===== src/rtl/rgbw_scaler.sv =====
// rgbw_scaler: runs the four R/G/B/W x intensity products through the shared
// 8x8 multiplier, rounds each to 8 bits and publishes all four together.
module rgbw_scaler #(
    parameter int TIMEOUT = 16
) (
    input  logic        clk,
    input  logic        reset,
    input  logic        start,
    input  logic [7:0]  intensity,
    input  logic [7:0]  r_in,
    input  logic [7:0]  g_in,
    input  logic [7:0]  b_in,
    input  logic [7:0]  w_in,
    output logic [7:0]  r_out,
    output logic [7:0]  g_out,
    output logic [7:0]  b_out,
    output logic [7:0]  w_out,
    output logic        busy,
    output logic        done,
    output logic        err,
    output logic        mul_ld,
    output logic [7:0]  mul_a,
    output logic [7:0]  mul_b,
    input  logic        mul_rdy,
    input  logic [15:0] mul_result
);
    localparam int TW = $clog2(TIMEOUT) + 1;

    typedef enum logic [1:0] {
        S_IDLE,
        S_BYPASS,
        S_REQ,
        S_REL
    } state_t;

    state_t          r_state;
    state_t          w_next;
    logic [3:0][7:0] r_snap;
    logic [3:0][7:0] r_shadow;
    logic [7:0]      r_intensity;
    logic [1:0]      r_idx;
    logic [TW-1:0]   r_tmo;

    logic            w_tmoHit;
    logic            w_snapEn;
    logic            w_capture;
    logic            w_publish;
    logic            w_bypassOut;
    logic            w_abort;
    logic            w_tmoClr;
    logic            w_idxInc;
    logic            w_ldNext;
    logic [7:0]      w_rounded;

    assign w_tmoHit  = (r_tmo == TW'(TIMEOUT - 1));
    assign w_rounded = 8'((mul_result + 16'h0080) >> 8);
    assign mul_a     = r_snap[r_idx];
    assign mul_b     = r_intensity;
    assign busy      = (r_state != S_IDLE);

    always_ff @(posedge clk or negedge reset) begin
        if (!reset) begin
            r_state <= S_IDLE;
        end else begin
            r_state <= w_next;
        end
    end

    // BYPASS spends two cycles so its outputs land on the same edge offset
    // as a registered snapshot-to-output copy would.
    always_comb begin
        w_next      = r_state;
        w_snapEn    = 1'b0;
        w_capture   = 1'b0;
        w_publish   = 1'b0;
        w_bypassOut = 1'b0;
        w_abort     = 1'b0;
        w_tmoClr    = 1'b0;
        w_idxInc    = 1'b0;
        w_ldNext    = 1'b0;
        case (r_state)
            S_IDLE: begin
                if (start) begin
                    w_snapEn = 1'b1;
                    w_tmoClr = 1'b1;
                    if (intensity == 8'hFF) begin
                        w_next = S_BYPASS;
                    end else begin
                        w_next   = S_REQ;
                        w_ldNext = 1'b1;
                    end
                end
            end
            S_BYPASS: begin
                if (r_tmo != '0) begin
                    w_bypassOut = 1'b1;
                    w_next      = S_IDLE;
                end
            end
            S_REQ: begin
                w_ldNext = 1'b1;
                if (mul_rdy) begin
                    w_capture = 1'b1;
                    w_ldNext  = 1'b0;
                    w_tmoClr  = 1'b1;
                    w_next    = S_REL;
                end else if (w_tmoHit) begin
                    w_ldNext = 1'b0;
                    w_abort  = 1'b1;
                    w_next   = S_IDLE;
                end
            end
            S_REL: begin
                if (!mul_rdy && (r_tmo != '0)) begin
                    w_tmoClr = 1'b1;
                    if (r_idx == 2'd3) begin
                        w_publish = 1'b1;
                        w_next    = S_IDLE;
                    end else begin
                        w_idxInc = 1'b1;
                        w_ldNext = 1'b1;
                        w_next   = S_REQ;
                    end
                end else if (w_tmoHit) begin
                    w_abort = 1'b1;
                    w_next  = S_IDLE;
                end
            end
            default: w_next = S_IDLE;
        endcase
    end

    always_ff @(posedge clk or negedge reset) begin
        if (!reset) begin
            r_snap      <= '0;
            r_shadow    <= '0;
            r_intensity <= '0;
            r_idx       <= '0;
            r_tmo       <= '0;
            mul_ld      <= 1'b0;
            done        <= 1'b0;
            err         <= 1'b0;
            r_out       <= '0;
            g_out       <= '0;
            b_out       <= '0;
            w_out       <= '0;
        end else begin
            if (w_tmoClr) begin
                r_tmo <= '0;
            end else if (r_state != S_IDLE) begin
                r_tmo <= r_tmo + 1'b1;
            end

            if (w_snapEn) begin
                r_snap      <= {w_in, b_in, g_in, r_in};
                r_intensity <= intensity;
                r_idx       <= '0;
            end else if (w_idxInc) begin
                r_idx <= r_idx + 1'b1;
            end

            if (w_capture) begin
                r_shadow[r_idx] <= w_rounded;
            end

            mul_ld <= w_ldNext;
            done   <= w_publish | w_bypassOut;

            if (w_snapEn) begin
                err <= 1'b0;
            end else if (w_abort) begin
                err <= 1'b1;
            end

            // All four channels change on one edge so the PWM side never sees a mix.
            if (w_publish) begin
                {w_out, b_out, g_out, r_out} <= r_shadow;
            end else if (w_bypassOut) begin
                {w_out, b_out, g_out, r_out} <= r_snap;
            end
        end
    end
endmodule


===== config.mk =====
export PLATFORM = sky130hd
export DESIGN_NAME = rgbw_scaler
export DESIGN_NICKNAME = d
export VERILOG_FILES = /design/src/rtl/rgbw_scaler.sv
export SDC_FILE = /design/constraint.sdc
export NUM_CORES = 1
export LEC_CHECK = 0
export BUFFER_PORTS_ARGS = -buffer_cell sky130_fd_sc_hd__clkbuf_2
export CORE_ASPECT_RATIO = 0.6
export CORE_UTILIZATION = 49
export DETAILED_ROUTE_END_ITERATION = 6
export PLACE_DENSITY = 0.76
export SKIP_LAST_GASP = 1
export SLEW_MARGIN = 20
export SYNTH_ARGS = -nofsm -noshare
export SYNTH_HDL_FRONTEND = slang
export SYNTH_SLANG_ARGS = --single-unit

===== constraint.sdc =====
create_clock -name clk -period 1.9 [get_ports clk]
set_input_delay 0.19 -clock clk [delete_from_list [all_inputs] [get_ports clk]]
set_output_delay 0.19 -clock clk [all_outputs]
set_load 0.01 [all_outputs]

==> flow_summary_export.csv <==
group,metric,value,unit
outcome,status,"completed",
die,start_util,51.2,%
setup_path,startpoint_type,"register",
timing,drv_slew,0,
clock_network,cts_buffers,17,
finish,stdcell_area,6720,sq um
die,row_count,28,
power,ir_drop,1.02,mV
setup_path,worstPathRequired,2.18,ns
drt,via_per_inst,5.46,
die,dieArea,10900,sq um
drt,wl,12900,um
synth,ys_types,40,
setup_path,cp_max_fo,16,
die,ios,112,
finish,layout_common_cells,"116 x dfrtp_1, 103 x clkbuf_2, 50 x o21ai_1, 40 x nand2_1, 37 x inv_1",
timing,setup_viol,0,
drt,first_iter_violations,197,
finish,num_antenna_cells,0,
clock_network,clk_latency,0.41,ns
timing,worst_pin_slew,0.569,ns
setup_path,cp.arrival,2.14,ns
synth,seq_area_frac_synth,56.7,%
clock_network,clk_pin_slew,0.05,ns
clock_network,clockBufferDepth,2,
power,p_per_area,1850,nW/um^2
power,power.leakage,0.00316,uW
synth,yosysWarningCount,0,
synth,synth_fa_ha_area_share,2.20,%
synth,synth-xor-area-share,1.71,%
global_route,grt_pass1_vias,3943,
die,dieHeight,81.2,um
placement,dp_slack,-0.0203,ns
timing,hold_violations,0,
global_route,grt_max_degree,67,
die,fp.coreArea,9980,sq um
drt,avgRoutedWirePerCell,17.9,um
synth,synth-main-ff-cell,"dfrtp_1",
global_route,antenna_found_initial,0,
synth,syn_area,5120,sq um
clock_network,cts_tree,"built",
global_route,gr-total-overflow,0,
finish,nFillCells,768,
placement,postPlaceCellArea,5920,sq um
run,cap_violations,0,
synth,synthesis.nets,504,
die,fp.dieW,134,um
timing,min_period,1.85,ns
timing,relSlewSlack,61.8,%
synth,synth-simple-area-share,7.68,%
clock_network,cts_root_buffer,"clkbuf_16",
setup_path,path_class,"reg -> reg",
synth,synth_top_family_by_area,"multiplexers",
finish,layout_commonest_cell,"dfrtp_1",
worst_hold_path,whs_path_depth,2,
synth,synth_compound_area_share,13.2,%
setup_path,critPathCaptureType,"register",
synth,postSynthCellCount,435,
clock_network,htreeDepth,4,
drt,drtAntennaViolNets,0,
timing,period_share,97.5,%
synth,async_reset_ff_share,100,%
finish,layout.nets,639,
setup_path,r2r_cells,8,
placement,portBuffers,104,
placement,routabilityCongestion,0.806,
synth,avgSynthCellArea,11.8,sq um
synth,synth.mux.area_fraction,13.4,%
global_route,grtUsageTotal,25.5,%
synth,synth_edf_count,0,
finish,syn2layout_area_growth,31.3,%
finish,drive_gt1_share,35.5,%
drt,drcViolationCount,0,
finish,seq_area,2900,sq um
worst_hold_path,hp-class,"in -> reg",
placement,hpwl,8880,um
drt,dr.pass1.iters,4,
timing,layout_setup_ws,0.0482,ns
drt,via_count,3917,
synth,ys_ff_latch,116,
finish,multi_input_area,1990,sq um
global_route,grt_pass1_wl,20300,um
clock_network,cts_sinks,116,
timing,clock.fmax,540,MHz
timing,fin_skew,0.0108,ns
-- report_power, final --
part	switching (uW)	internal (uW)
clock network	1090	2490
logic	2210	2060
registers	900	3680
-- registers in the layout, summed over array words and instances (netlist names) --
register / count
r_shadow: 32
w_out: 8
r_out: 8
mul_b: 8
r_idx: 2
r_snap: 32
b_out: 8
mul_ld: 1
done: 1
err: 1
g_out: 8
r_tmo: 5
r_state: 2
-- path summary, 6_finish.rpt --
kind	from	end	slack [ns]
hold / removal	g_in[5]	r_snap[13]	0.01
setup / recovery	r_tmo[0]	g_out[7]	0.05
max in group asynchronous	reset	b_out[4]	1.01
min in group asynchronous	reset	r_snap[12]	0.21
hold reg to reg	r_shadow[3]	r_shadow[3]	0.48
setup reg to reg	r_tmo[0]	g_out[7]	0.05
-- layer usage --
layer,track usage [%],share of wire (%),up-vias
met5,0,0,-
met4,8.75,1.2,0
met3,6.68,6.2,16
met2,38.7,45,151
met1,35.9,48,1948
li1,-,-,1802
-- critical path, cell delays in order, from the launching register on --
cell	delay, ns
dfrtp_1	0.41
inv_1	0.09
ha_1	0.15
nor4b_4	0.24
buf_6	0.18
nor3b_4	0.05
buf_4	0.22
a22oi_1	0.27
o21ai_1	0.10
-- Yosys cell counts (6+ instances only) --
master,n,share of area [%]
clkbuf_1,16,1.2
nand2_1,40,2.9
o21ai_1,50,4.9
nor3_1,6,0.59
mux2_2,21,4.6
nor2_1,13,0.95
dfrtp_1,116,57
a21oi_1,7,0.68
ha_1,9,2.2
a22oi_1,32,4.7
mux4_2,8,3.5
o21ai_2,10,1.7
xnor2_1,6,1.0
mux2_1,23,5.1
inv_1,37,2.7
-- cell type report --
class                   count  area share, %
repair buffers            140           12.8
flip-flops and latches    116           43.2
clock inverters            10           3.02
multi-input cells         257           29.6
well taps                 135           2.51
inverters                  38           2.12
clock buffers              22           6.76
-- metrics by stage --
step / hold slack, ns / util [%] / TNS, ns / instances / total power, uW
floorplan: -0.106 / - / 0 / 435 / 6990
global placement: 0.0855 / 59.3 / 0 / 674 / 8450
detailed placement: 0.0883 / 59.3 / -0.0823 / 674 / 8710
CTS: 0.000184 / 66.9 / 0 / 716 / 12400
global route: 0.00462 / 67.3 / -0.0782 / 718 / 13100
finish: 0.0117 / 67.3 / 0 / 718 / 12400
-- what timing repair did --
item	in CTS	in global routing
hold buffers	10	0
pin swaps	0	4
endpoints found under the hold margin	28	0
cloned	0	1
gates resized for setup	2	6
setup endpoints to repair	30	37
setup buffers	0	1
-- logic make-up after synthesis --
| kind of cell | after synthesis |
|---|---|
| DFF | 116 |
| AOI/OAI and AO/OA | 106 |
| and+or+nand+nor | 79 |
| buffers and inverters | 62 |
| muxes | 53 |
| xor gates and xnor gates | 10 |
| adders and majority gates | 9 |
No activity file was read; power rests on OpenSTA's default activity.
